[config.mk]
export PLATFORM = sky130hd
export DESIGN_NAME = pixel_write_collector
export DESIGN_NICKNAME = d
export VERILOG_FILES = /design/src/rtl/pixel_write_collector.sv
export SDC_FILE = /design/constraint.sdc
export NUM_CORES = 1
export LEC_CHECK = 0
export CAP_MARGIN = 0
export CORE_ASPECT_RATIO = 0.7
export CORE_MARGIN = 5
export CORE_UTILIZATION = 53
export CTS_CLUSTER_DIAMETER = 80
export DETAILED_ROUTE_END_ITERATION = 12
export PLACE_DENSITY = 0.79
export REMOVE_ABC_BUFFERS = 1
export SETUP_SLACK_MARGIN = 0.02
export SYNTH_ARGS = -nofsm -noshare
export SYNTH_HDL_FRONTEND = slang
export SYNTH_SLANG_ARGS = --single-unit
[constraint.sdc]
create_clock -name iCLOCK_50 -period 3.5 [get_ports iCLOCK_50]
set_input_delay 0.525 -clock iCLOCK_50 [delete_from_list [all_inputs] [get_ports iCLOCK_50]]
set_output_delay 0.525 -clock iCLOCK_50 [all_outputs]
set_load 0.01 [all_outputs]
[src/rtl/pixel_write_collector.sv]
// Collects clipped drawer pixels into a small FIFO and drains them to the framebuffer port,
// with a full-screen clear sequencer. Optional key-color discard: define TRANSPARENT_COLOR_EN.
module pixel_write_collector #(
  parameter int          SCREEN_W    = 320,
  parameter int          SCREEN_H    = 240,
  parameter int          FIFO_DEPTH  = 8,
  parameter logic [2:0]  CLEAR_COLOR = 3'b000,
  parameter logic [2:0]  TRANSPARENT = 3'b101
) (
  input  logic        iCLOCK_50,
  input  logic        iresetn,
  input  logic [8:0]  ix,
  input  logic [7:0]  iy,
  input  logic [2:0]  icolor,
  input  logic        iwriteEn,
  input  logic        iclearEn,
  input  logic        imemReady,
  output logic [16:0] oaddr,
  output logic [2:0]  odata,
  output logic        owren,
  output logic        ofull,
  output logic        oempty,
  output logic        oclearDone,
  output logic [7:0]  odropCount
);

  localparam int          PTR_W      = $clog2(FIFO_DEPTH);
  localparam logic [8:0]  W_LIM      = 9'(SCREEN_W);
  localparam logic [7:0]  H_LIM      = 8'(SCREEN_H);
  localparam logic [16:0] CLEAR_LAST = 17'(SCREEN_W * SCREEN_H - 1);
  localparam logic [PTR_W:0] DEPTH_L = (PTR_W + 1)'(FIFO_DEPTH);

`ifdef TRANSPARENT_COLOR_EN
  localparam bit KEY_EN = 1'b1;
`else
  localparam bit KEY_EN = 1'b0;
`endif

  typedef enum logic [1:0] {
    ST_idle,
    ST_clear,
    ST_clearDone
  } state_e;

  typedef struct packed {
    logic [16:0] addr;
    logic [2:0]  color;
  } pix_t;

  state_e           state_q, state_d;
  logic [16:0]      clr_cnt_q, clr_cnt_d;
  logic             clr_block_q, clr_block_d;
  logic [16:0]      addr_q, addr_d;
  logic [2:0]       data_q, data_d;
  logic             wren_q, wren_d;
  logic             done_q, done_d;
  logic [7:0]       drop_cnt_q, drop_cnt_d;

  pix_t             fifo_mem_q [FIFO_DEPTH];
  logic [PTR_W-1:0] wr_ptr_q, rd_ptr_q;
  logic [PTR_W:0]   count_q, count_d;
  logic             full_q, empty_q;

  logic             in_bounds, key_hit, candidate;
  logic             push, pop, drop;
  logic [16:0]      y_wide, pix_addr;
  pix_t             head;

  // Shift-add form of y*320; the clip below guarantees the sum stays under 76800.
  always_comb begin
    y_wide   = {9'b0, iy};
    pix_addr = (y_wide << 8) + (y_wide << 6) + {8'b0, ix};
  end

  assign in_bounds = (ix < W_LIM) && (iy < H_LIM);
  assign key_hit   = KEY_EN && (icolor == TRANSPARENT);
  assign candidate = iwriteEn && in_bounds && !key_hit;
  assign head      = fifo_mem_q[rd_ptr_q];

  // A pop in the same cycle frees the slot, so a full FIFO still accepts the push.
  assign push = candidate && (!full_q || pop);
  assign drop = candidate && full_q && !pop;

  always_comb begin
    // NOTE: every combinational output gets a default first so no path can leave it unassigned and infer a latch.
    state_d     = state_q;
    clr_cnt_d   = clr_cnt_q;
    clr_block_d = clr_block_q && iclearEn;
    addr_d      = addr_q;
    data_d      = data_q;
    wren_d      = 1'b0;
    done_d      = 1'b0;
    pop         = 1'b0;

    unique case (state_q)
      ST_idle: begin
        if (iclearEn && !clr_block_q) begin
          state_d     = ST_clear;
          clr_cnt_d   = '0;
          clr_block_d = 1'b1;
        end else if (!empty_q && imemReady) begin
          pop    = 1'b1;
          addr_d = head.addr;
          data_d = head.color;
          wren_d = 1'b1;
        end
      end
      ST_clear: begin
        if (imemReady) begin
          addr_d = clr_cnt_q;
          data_d = CLEAR_COLOR;
          wren_d = 1'b1;
          if (clr_cnt_q == CLEAR_LAST) begin
            state_d = ST_clearDone;
          end else begin
            clr_cnt_d = clr_cnt_q + 17'd1;
          end
        end
      end
      ST_clearDone: begin
        done_d  = 1'b1;
        state_d = ST_idle;
      end
      default: state_d = ST_idle;
    endcase
  end

  always_comb begin
    count_d = count_q;
    unique case ({push, pop})
      2'b10:   count_d = count_q + 1'b1;
      2'b01:   count_d = count_q - 1'b1;
      default: count_d = count_q;
    endcase
  end

  assign drop_cnt_d = (drop && drop_cnt_q != 8'hFF) ? drop_cnt_q + 8'd1 : drop_cnt_q;

  // NOTE: state uses non-blocking assignments so every register samples pre-edge values regardless of block order.
  always_ff @(posedge iCLOCK_50 or negedge iresetn) begin
    if (!iresetn) begin
      state_q     <= ST_idle;
      clr_cnt_q   <= '0;
      clr_block_q <= 1'b0;
      addr_q      <= '0;
      data_q      <= '0;
      wren_q      <= 1'b0;
      done_q      <= 1'b0;
      drop_cnt_q  <= '0;
      wr_ptr_q    <= '0;
      rd_ptr_q    <= '0;
      count_q     <= '0;
      full_q      <= 1'b0;
      empty_q     <= 1'b1;
    end else begin
      state_q     <= state_d;
      clr_cnt_q   <= clr_cnt_d;
      clr_block_q <= clr_block_d;
      addr_q      <= addr_d;
      data_q      <= data_d;
      wren_q      <= wren_d;
      done_q      <= done_d;
      drop_cnt_q  <= drop_cnt_d;
      count_q     <= count_d;
      full_q      <= (count_d == DEPTH_L);
      empty_q     <= (count_d == '0);
      if (push) wr_ptr_q <= wr_ptr_q + 1'b1;
      if (pop)  rd_ptr_q <= rd_ptr_q + 1'b1;
    end
  end

  // NOTE: the storage array is not reset; the pointers and count define which entries are valid.
  always_ff @(posedge iCLOCK_50) begin
    if (push) fifo_mem_q[wr_ptr_q] <= '{addr: pix_addr, color: icolor};
  end

  assign oaddr      = addr_q;
  assign odata      = data_q;
  assign owren      = wren_q;
  assign ofull      = full_q;
  assign oempty     = empty_q;
  assign oclearDone = done_q;
  assign odropCount = drop_cnt_q;

endmodule

==> summary.md <==
| Metric | Value |
|---|---|
| Power Total | `roughly 0.0082 W` |
| Crit path capture type | `register` |
| Critical-path maximum fanout | `8` |
| Final Wtd Congestion | `0.883` |
| Routed Antenna Nets | `0` |
| Routed WL per cell | `22.2 um` |
| Initial antenna violation count | `0` |
| Final critical path time including I/O delays and setup | `3080 ps` |
| Status | `finished clean` |
| GRT Util Overall | `0.198` |
| DR iter-0 viols | `around 580` |
| Number of diodes | `0` |
| Root Driver | `clkbuf_16` |
| Core area | `17200 um^2` |
| Post-synth EDFFs | `160` |
| Number of cell rows | `40` |
| DRT Wirelength | `19800 um` |
| Fin. max-slew vios | `0` |
| Power density cells | `746 nW/um^2` |
| Critical-path cell list | `clkdlybuf4s50_1 > fa_1 > fa_1 > a211oi_1 > o21bai_1 > a211oi_1 > o21bai_1 > xor2_1` |
| Total negative setup slack | `0 ps` |
| Die area | `20400 um^2` |
| CTS tree | `built` |
| Max_slew headroom | `0.520` |
| Max incr delay on CP | `approximately 550 ps` |
| Synth warnings | `0` |
| TritonCTS Buffers | `22` |
| Seq/Total Area, Yosys | `0.681` |
| Crit path DAT | `3320 ps` |
| Peak supply drop | `roughly 370 uV` |
| Max_cap viols | `0` |
| Worst reg2reg path depth | `12` |
| Syn avg cell area | `~17 um^2` |
| Final hold vios | `0` |
| Pre-Repair DR Iteration Count | `5` |
| Vias in the first global route | `5467` |
| Slowest-stage cell, CP | `fa_1` |
| Initial Utilization | `0.542` |
| Placement Setup Slack | `-22.6 ps` |
| IO Pins | `57` |
| Area delta synth->final | `18.5%` |
| Reg clk slew, reported paths | `~60 ps` |
| Latest clock arrival within the worst-skew pair | `490 ps` |
| FF+latch count, synth | `222` |
| Worst-margin pin slew | `between 700 and 800 ps` |
| Max Fclk | `324 MHz` |
| Required @ worst endpoint | `about 3700 ps` |
| Number of remaining DRC errors | `0` |
| Overflow after GRT | `0` |
| Ys flop type | `edfxtp_1` |
| Worst reg2reg startpoint | `state_q[0]$_DFFE_PN0P_` |
| WS Path Type | `input pin to register` |
| Final setup margin | `417 ps` |
| First-pass GRT wire length | `31500 um` |
| Post-Syn Instances | `556` |
| Routed vias/inst | `a little over 6` |
| Clk sinks | `222` |
| Critical Path Source Type | `input pin` |
| Final setup viols | `0` |
| DP HPWL | `12900 um` |
| Die Width | `169 um` |
| Post-layout util | `0.642` |
| Input/output buffers | `56` |
| Synthesized area | `9330 um^2` |
| Synth cell types | `57` |
| Unrepaired setup endpoints after global routing | `false` |
| Leakage power | `3.96 nW` |
| Post-CTS setup buffers | `0` |
| Async SR Flop Fraction | `0.279` |
| Worst hold path type | `input pin to async pin` |
| Layout cell share with drive strength beyond 1 | `0.175` |
| Hold_buf cts | `0` |
| Clock buffer depth | `3` |
| Largest net degree at the start of global routing | `34` |
| Number of H-tree levels | `1` |
| Total number of vias | `between 5000 and 6000` |
| Die span in y | `121 um` |
| Period utilisation layout | `0.881` |
| Reg2reg setup slack | `730 ps` |
| Worst r2r dst | `ofull$_DFF_PN0_` |
| Nets | `691` |
| Skew final | `14.2 ps` |
| PostCTS Resize Cnt | `0` |
[logic make-up after synthesis]
kind of cell	synth area share
flops	0.681
simple gates	0.0644
compound gates	0.0591
mux	0.122
xor+xnor	0.0272
buf+inv	0.0126
fa+ha+maj	0.0338
[state kept, by name, summed over array words and instances, names as in the netlist]
name	count
rd_ptr_q	3
oclearDone	1
wr_ptr_q	3
owren	1
state_q	2
odropCount	8
ofull	1
oempty	1
count_q	4
fifo_mem_q	160
odata	3
clr_cnt_q	17
oaddr	17
clr_block_q	1
[final cells by class]
class	instances	area [um^2]
Fill cell	1182	6160
Sequential cell	222	6360
Inverter	6	22.5
Tap cell	231	289
Clock buffer	27	591
Clock inverter	13	113
Timing Repair Buffer	85	798
Multi-Input combinational cell	305	2890
[power breakdown]
part,leakage (nW),switching [W],internal (W)
logic,1.36,0.00114,0.00116
registers,2.26,0.000365,0.00330
clock network,0.345,0.000939,0.00135
total,3.96,0.00244,0.00581
[worst max-delay path by stage]
stage,from,endpoint,slack [ps],cells past startpoint
2_1_floorplan,iclearEn,fifo_mem_q[2][0]$_DFFE_PP_,-310,5
3_3_place_gp,ix[8],fifo_mem_q[4][18]$_DFFE_PP_,130,8
3_5_place_dp,ix[8],fifo_mem_q[4][18]$_DFFE_PP_,-20,8
4_1_cts,ix[8],fifo_mem_q[0][18]$_DFFE_PP_,470,8
5_1_grt,ix[7],ofull$_DFF_PN0_,250,13
6_report,ix[8],fifo_mem_q[7][18]$_DFFE_PP_,420,8
[per-layer routing]
layer,GRT usage,up-vias,share of wire
met2,0.306,223,0.46
met3,0.0381,29,0.075
met1,0.298,2766,0.45
li1,-,2372,-
met4,0.0461,0,0.018
met5,0,-,0
[placed cells by master (no fill, tap or decap), types with 3 or more instances in the layout]
cell type,count
nand2b_1,5
clkbuf_1,4
nand3b_1,4
o21ai_1,14
a21oi_1,13
nor2_1,23
mux2i_1,20
clkinv_2,3
ha_1,22
inv_1,5
o21bai_1,3
clkbuf_16,23
nor4_1,3
and3_1,6
clkdlybuf4s50_1,55
nor3_1,3
o22ai_1,5
buf_4,27
a211oi_1,4
dfrtp_1,60
xor2_1,12
clkinv_1,7
o21a_1,3
mux4_2,40
nand4_1,8
nor3b_2,4
nand2_1,20
xnor2_1,17
a22oi_1,12
o21ai_0,17
edfxtp_1,160
nand3_1,9
[metrics by stage]
| step | instances | hold slack (ps) | area [um^2] |
|---|---|---|---|
| 3_5_place_dp | 849 | 498 | 10400 |
| 2_1_floorplan | 533 | 229 | 9240 |
| 6_report | 889 | 85.2 | 11100 |
| 4_1_cts | 889 | 98.8 | 11100 |
| 3_3_place_gp | 849 | 477 | 10400 |
| 5_1_grt | 889 | 148 | 11100 |
[synth_stat cells, types with 2 or more instances]
cell type,n,area [um^2]
xor2_1,12,105
nand2_1,20,75.1
mux4_2,40,901
clkbuf_1,11,41.3
edfxtp_1,160,4800
nor3b_1,6,45.0
mux2i_1,20,200
nor4_1,3,18.8
o21bai_1,3,22.5
o21ai_0,17,85.1
buf_1,5,18.8
nor2_1,23,86.3
fa_1,2,40.0
o21ai_1,14,70.1
a22oi_1,12,90.1
nor4b_1,2,17.5
a211oi_1,4,30.0
nand4bb_1,2,22.5
o22ai_1,5,31.3
nand4_1,8,50.1
ha_1,22,275
buf_2,7,35.0
dfrtp_1,61,1530
inv_1,5,18.8
nand3_1,9,45.0
nand3b_1,4,30.0
xnor2_1,17,149
a21oi_1,13,65.1
nor4bb_1,2,20.0
o31ai_1,2,15.0
a21o_1,2,15.0
a31oi_1,2,12.5
nand2b_1,5,31.3
and3_1,6,37.5
o21a_1,3,22.5
mux2_2,2,22.5
nor3_1,5,25.0
[critical path: cells and delay by family]
| kind | cells | cell delay (ps) |
|---|---|---|
| AO/OA/AOI/OAI | 4 | 910 |
| XOR/XNOR | 1 | 400 |
| adder cells (fa/ha/maj) | 2 | 1040 |
| buffers and inverters | 1 | 460 |
Power figures use the tool's default switching activity.
